**src/rtl/load_store_unit.sv**
```systemverilog
// Load/store front end for memory_controller: sizes, aligns and lane-shifts core
// requests into one CYC/ACK bus transaction at a time, and extends load results.
module load_store_unit #(
    parameter int DATA_SIZE = 64,
    parameter int ADDR_SIZE = 64
) (
    input  logic                 CLK_I,
    input  logic                 RST_I,
    input  logic                 rd_en,
    input  logic                 wr_en,
    input  logic [2:0]           funct3,
    input  logic [ADDR_SIZE-1:0] addr,
    input  logic [DATA_SIZE-1:0] wr_data,
    output logic [DATA_SIZE-1:0] rd_data,
    output logic                 busy,
    output logic                 done,
    output logic                 fault,
    output logic                 CYC_O,
    output logic                 WE_O,
    output logic [7:0]           SEL_O,
    output logic [ADDR_SIZE-1:0] ADR_O,
    output logic [DATA_SIZE-1:0] DAT_O,
    input  logic [DATA_SIZE-1:0] DAT_I,
    input  logic                 ACK_I
);

    typedef enum logic [1:0] {IDLE, WAIT, DONE, FLT} state_t;

    state_t     state, state_next;
    logic       req, legal, is_store;
    logic [2:0] f3_q, off_q;

    function automatic logic [7:0] size_mask(input logic [1:0] sz);
        logic [7:0] m;
        case (sz)
            2'b00:   m = 8'h01;
            2'b01:   m = 8'h03;
            2'b10:   m = 8'h0F;
            default: m = 8'hFF;
        endcase
        return m;
    endfunction

    // raw is already shifted down so the addressed byte sits in lane 0
    function automatic logic [DATA_SIZE-1:0] extend(input logic [DATA_SIZE-1:0] raw,
                                                    input logic [2:0] f3);
        logic [DATA_SIZE-1:0] r;
        case (f3)
            3'b000:  r = {{56{raw[7]}}, raw[7:0]};
            3'b001:  r = {{48{raw[15]}}, raw[15:0]};
            3'b010:  r = {{32{raw[31]}}, raw[31:0]};
            3'b100:  r = {56'b0, raw[7:0]};
            3'b101:  r = {48'b0, raw[15:0]};
            3'b110:  r = {32'b0, raw[31:0]};
            default: r = raw;
        endcase
        return r;
    endfunction

    assign req = rd_en | wr_en;

    always_comb begin
        legal = 1'b1;
        case (funct3)
            3'b111:        legal = 1'b0;
            3'b001, 3'b101: legal = ~addr[0];
            3'b010, 3'b110: legal = (addr[1:0] == 2'b00);
            3'b011:        legal = (addr[2:0] == 3'b000);
            default:       legal = 1'b1;
        endcase
        // there is no zero-extending store
        if (wr_en && funct3[2])
            legal = 1'b0;
    end

    always_comb begin
        state_next = state;
        case (state)
            IDLE:    if (req) state_next = legal ? WAIT : FLT;
            WAIT:    if (ACK_I) state_next = DONE;
            DONE:    state_next = IDLE;
            FLT:     state_next = IDLE;
            default: state_next = IDLE;
        endcase
    end

    always_ff @(posedge CLK_I or posedge RST_I) begin
        if (RST_I)
            state <= IDLE;
        else
            state <= state_next;
    end

    always_ff @(posedge CLK_I or posedge RST_I) begin
        if (RST_I) begin
            rd_data  <= '0;
            busy     <= 1'b0;
            done     <= 1'b0;
            fault    <= 1'b0;
            CYC_O    <= 1'b0;
            WE_O     <= 1'b0;
            SEL_O    <= '0;
            ADR_O    <= '0;
            DAT_O    <= '0;
            is_store <= 1'b0;
            f3_q     <= '0;
            off_q    <= '0;
        end else begin
            done  <= 1'b0;
            fault <= 1'b0;
            case (state)
                IDLE: begin
                    if (req && legal) begin
                        is_store <= wr_en;
                        f3_q     <= funct3;
                        off_q    <= addr[2:0];
                        busy     <= 1'b1;
                        CYC_O    <= 1'b1;
                        WE_O     <= wr_en;
                        SEL_O    <= size_mask(funct3[1:0]) << addr[2:0];
                        ADR_O    <= {addr[ADDR_SIZE-1:3], 3'b000};
                        DAT_O    <= wr_data << {addr[2:0], 3'b000};
                    end else if (req) begin
                        fault <= 1'b1;
                    end
                end
                WAIT: begin
                    if (ACK_I) begin
                        busy  <= 1'b0;
                        done  <= 1'b1;
                        CYC_O <= 1'b0;
                        WE_O  <= 1'b0;
                        SEL_O <= '0;
                        if (!is_store)
                            rd_data <= extend(DAT_I >> {off_q, 3'b000}, f3_q);
                    end
                end
                default: ;
            endcase
        end
    end

endmodule

```
**config.mk**
```make
export PLATFORM = sky130hd
export DESIGN_NAME = load_store_unit
export DESIGN_NICKNAME = d
export VERILOG_FILES = /design/src/rtl/load_store_unit.sv
export SDC_FILE = /design/constraint.sdc
export NUM_CORES = 1
export LEC_CHECK = 0
export BUFFER_PORTS_ARGS = -buffer_cell sky130_fd_sc_hd__buf_4
export CAP_MARGIN = 20
export CORE_AREA = 2 2 159 161
export DETAILED_ROUTE_END_ITERATION = 10
export DIE_AREA = 0 0 161 163
export GPL_TIMING_DRIVEN = 1
export PLACE_DENSITY = 0.81
export SLEW_MARGIN = 20
export SYNTH_ARGS = -nofsm -noshare
export SYNTH_HDL_FRONTEND = slang
export SYNTH_SLANG_ARGS = --single-unit
```
**constraint.sdc**
```tcl
create_clock -name CLK_I -period 9.01 [get_ports CLK_I]
set_clock_uncertainty 0.2 [all_clocks]
set_input_delay 1.3515 -clock CLK_I [delete_from_list [all_inputs] [get_ports CLK_I]]
set_output_delay 1.3515 -clock CLK_I [all_outputs]
set_load 0.03 [all_outputs]
```
==> flow_summary.ini <==
[pwr]
ir_worst_vdd_uv = 278
power.leakage_nw = 7.09
p_comb_share_pct = 54.4
clockPowerShare_pct = 16.6
p_sw_share_pct = 46.0
power.switching_mw = 2.73
power_mw = 5.94
power.internal_mw = 3.21
p_seq_share_pct = 28.9
p_per_area_nw_per_um2 = 386

[global_route]
busiest_layer = met2
use_met1_pct = 36.2
grt_overflow = 0
antenna_found_initial = 0
grt_pass1_wl_um = 59500
track_usage_pct = 28.8
met2_usage_pct = 47.2
grt_max_degree = 88
use_met3_pct = 7.38
first_global_vias = 10421

[yosys]
ys_warn_count = 0
yosysSeqAreaShare_pct = 45.5
synth_seq_cells = 210
syn_area_um2 = 11600
synth-edff-count = 0
synth.distinct_cells = 50
ys.flop_type = dfrtp_1
syn_inst = 1122
avgSynthCellArea_um2 = 10.3
async_reset_ff_share_pct = 100

[timing]
finalMaxSlewViolations = 0
hold_viol = 0
finalSetupViolCount = 0
fin_setup_tns_ns = 0
rsz0062_at_grt = false
fmax_mhz = 227
holdWs_ns = 0.284
max_slew_margin_pct = 34.6
worstMarginPinSlew_ns = 0.974
period_share_pct = 48.9
fin_crit_ns = 4.40
fin_ws_ns = 4.61

[min_path]
hp-class = reg2reg

[finish]
post-route-cell-area_um2 = 15400
stdcell_count = 1802
utilization_pct = 62.4
layout.nets = 1655
antennaDiodeCount = 0
syn_to_final_growth_pct = 33.2
drive_above_1_share_pct = 36.0

[clocking]
cts_root_buffer = clkbuf_16
numCtsBuffers = 23
post_cts_buffers = 0
cts.sinks = 210
clk_pin_slew_worst_paths_ns = 0.06
cts-resized-gates = 0
clock_latency_ns = 0.51
htreeDepth = 1
cts_tree = built
max-clock-path-buffers = 3
holdBufCountCts = 0

[floorplan]
start_util_pct = 46.8
fp.coreArea_um2 = 24700
die-width_um = 161
die_area_um2 = 26200
die_h_um = 163
ioPinCount = 405
core.rowCount = 58

[worst_setup_path]
end_kind = register
critPathArrivalTime_ns = 4.60
path_common_cell = buf_4
crit_slowest_cell = buf_4
cp-start-kind = input pin
crit_path_max_incr_delay_ns = 0.69
worstPathCellList = buf_4 > or2_1 > nor4_2 > a21oi_4 > buf_4 > nand2b_4 > mux2_2
path_class = in2reg
cp.required_ns = 9.21
crit_fanout = 79

[drt]
dr_total_vias = 10710
first_iter_violations = 972
wirelength_um = 38900
wl_per_cell_um = 21.6
detail_route.vias_per_cell = 5.94
drtPass1Iterations = 5
postRouteAntennaNets = 0
drc = 0

[placed_design]
post_dp_cell_area_um2 = 14600
place_hpwl_um = 28400
pre_cts_ws_ns = 3.75
portBuffers = 401
dp_cells = 1760
gp_congestion = 0.922

[status]
outcome = finished clean

[flow_run]
cap_violations = 0
==> power groups by stage <==
| stage | combinational (mW) | clock [mW] | sequential (mW) |
|---|---|---|---|
| after floorplan | 1.23 | 0 | 2.49 |
| after global placement | 3.17 | 0 | 1.70 |
| after detailed placement | 3.22 | 0 | 1.72 |
| after CTS | 3.23 | 1.00 | 1.71 |
| after global routing | 3.44 | 1.05 | 1.76 |
| final | 3.23 | 0.988 | 1.72 |
==> registers in the layout (all words and copies together) (netlist names) <==
register and cells:
f3_q 3, done 1, is_store 1, ADR_O 61
fault 1, state 2, CYC_O 1, SEL_O 8
off_q 3, WE_O 1, DAT_O 64, rd_data 64
==> cells in the final DEF (no fill, tap or decap), types with 8 or more instances in the layout <==
| cell | n |
|---|---|
| a21o_1 | 8 |
| clkbuf_16 | 23 |
| a211oi_1 | 24 |
| o22ai_1 | 8 |
| mux2_2 | 22 |
| mux2_1 | 75 |
| inv_1 | 9 |
| mux2i_1 | 57 |
| o22a_1 | 8 |
| buf_4 | 414 |
| a21oi_1 | 126 |
| o31ai_1 | 22 |
| a31oi_1 | 28 |
| mux4_2 | 34 |
| o21ai_0 | 81 |
| nand2_1 | 73 |
| o21ai_1 | 8 |
| nor2b_1 | 27 |
| nor2_1 | 104 |
| dfrtp_1 | 208 |
==> critical path, delay by kind of cell <==
kind / cells / cell delay, ns
mux: 1 / 0.40
buf+inv: 2 / 1.18
compound gates: 1 / 0.42
simple gates: 3 / 1.18
==> cells in the mapped netlist, types with 2 or more instances <==
cell | instances | share of area (%)
a2111oi_0 | 4 | 0.30
a211o_1 | 5 | 0.38
a211oi_1 | 24 | 1.6
a21o_1 | 8 | 0.52
a21oi_1 | 127 | 5.5
a221o_1 | 2 | 0.17
a2bb2oi_1 | 3 | 0.23
a311o_1 | 2 | 0.17
a31o_2 | 6 | 0.45
a31oi_1 | 28 | 1.5
and2_1 | 3 | 0.16
buf_1 | 5 | 0.16
buf_2 | 34 | 1.5
buf_4 | 5 | 0.32
buf_6 | 10 | 0.97
clkbuf_1 | 54 | 1.8
dfrtp_1 | 210 | 45
inv_1 | 10 | 0.32
mux2_1 | 75 | 7.3
mux2_2 | 22 | 2.1
mux2i_1 | 57 | 4.9
mux4_2 | 34 | 6.6
nand2_1 | 73 | 2.4
nand2b_1 | 8 | 0.43
nand3b_1 | 2 | 0.13
nor2_1 | 105 | 3.4
nor2b_1 | 27 | 1.5
nor3_1 | 7 | 0.30
nor4_1 | 7 | 0.38
nor4_2 | 2 | 0.22
o211ai_1 | 7 | 0.45
o21a_1 | 7 | 0.45
o21ai_0 | 81 | 3.5
o21ai_1 | 9 | 0.39
o22a_1 | 8 | 0.61
o22ai_1 | 8 | 0.43
o2bb2ai_1 | 7 | 0.53
o31ai_1 | 22 | 1.4
or2_2 | 3 | 0.16
==> routing by layer <==
metal | wire (um) | vias to the layer above
met5 | 0 | -
met4 | 1890 | 0
met3 | 3980 | 114
met2 | 18700 | 631
met1 | 14300 | 5188
li1 | - | 4777
==> area by class of cell <==
| cell class | count | area [um2] |
|---|---|---|
| sequential | 210 | 5260 |
| timing repair buffer | 414 | 3110 |
| multi-input combinational | 796 | 5780 |
| tap | 330 | 413 |
| clock inverter | 11 | 136 |
| clock buffer | 31 | 656 |
| inverter | 10 | 45.0 |
| fill | 1998 | 9280 |
==> path summary, 6_finish.rpt <==
check / depth (start not counted) / endpoint / slack, ns / startpoint
worst max register to register: 5 / rd_data[11]$_DFFE_PP0P_ / 6.14 / state[1]$_DFFE_PP0P_
worst min register to register: 1 / ADR_O[5]$_DFFE_PP0P_ / 0.28 / ADR_O[5]$_DFFE_PP0P_
max in group asynchronous: 3 / off_q[0]$_DFFE_PP0P_ / 6.48 / RST_I
min in group asynchronous: 2 / DAT_O[41]$_DFFE_PP0P_ / 0.71 / RST_I
worst min-delay path: 1 / ADR_O[5]$_DFFE_PP0P_ / 0.28 / ADR_O[5]$_DFFE_PP0P_
worst max-delay path: 7 / SEL_O[0]$_DFFE_PP0P_ / 4.61 / addr[1]
==> cells by family after synthesis <==
| logic type | Yosys count | share of synthesized area (%) |
|---|---|---|
| compound gates | 362 | 19.0 |
| buf+inv | 118 | 5.01 |
| flops | 210 | 45.5 |
| mux | 188 | 21.0 |
| other cells | 1 | 0.0325 |
| simple gates | 243 | 9.51 |
Power figures use the tool's default switching activity.
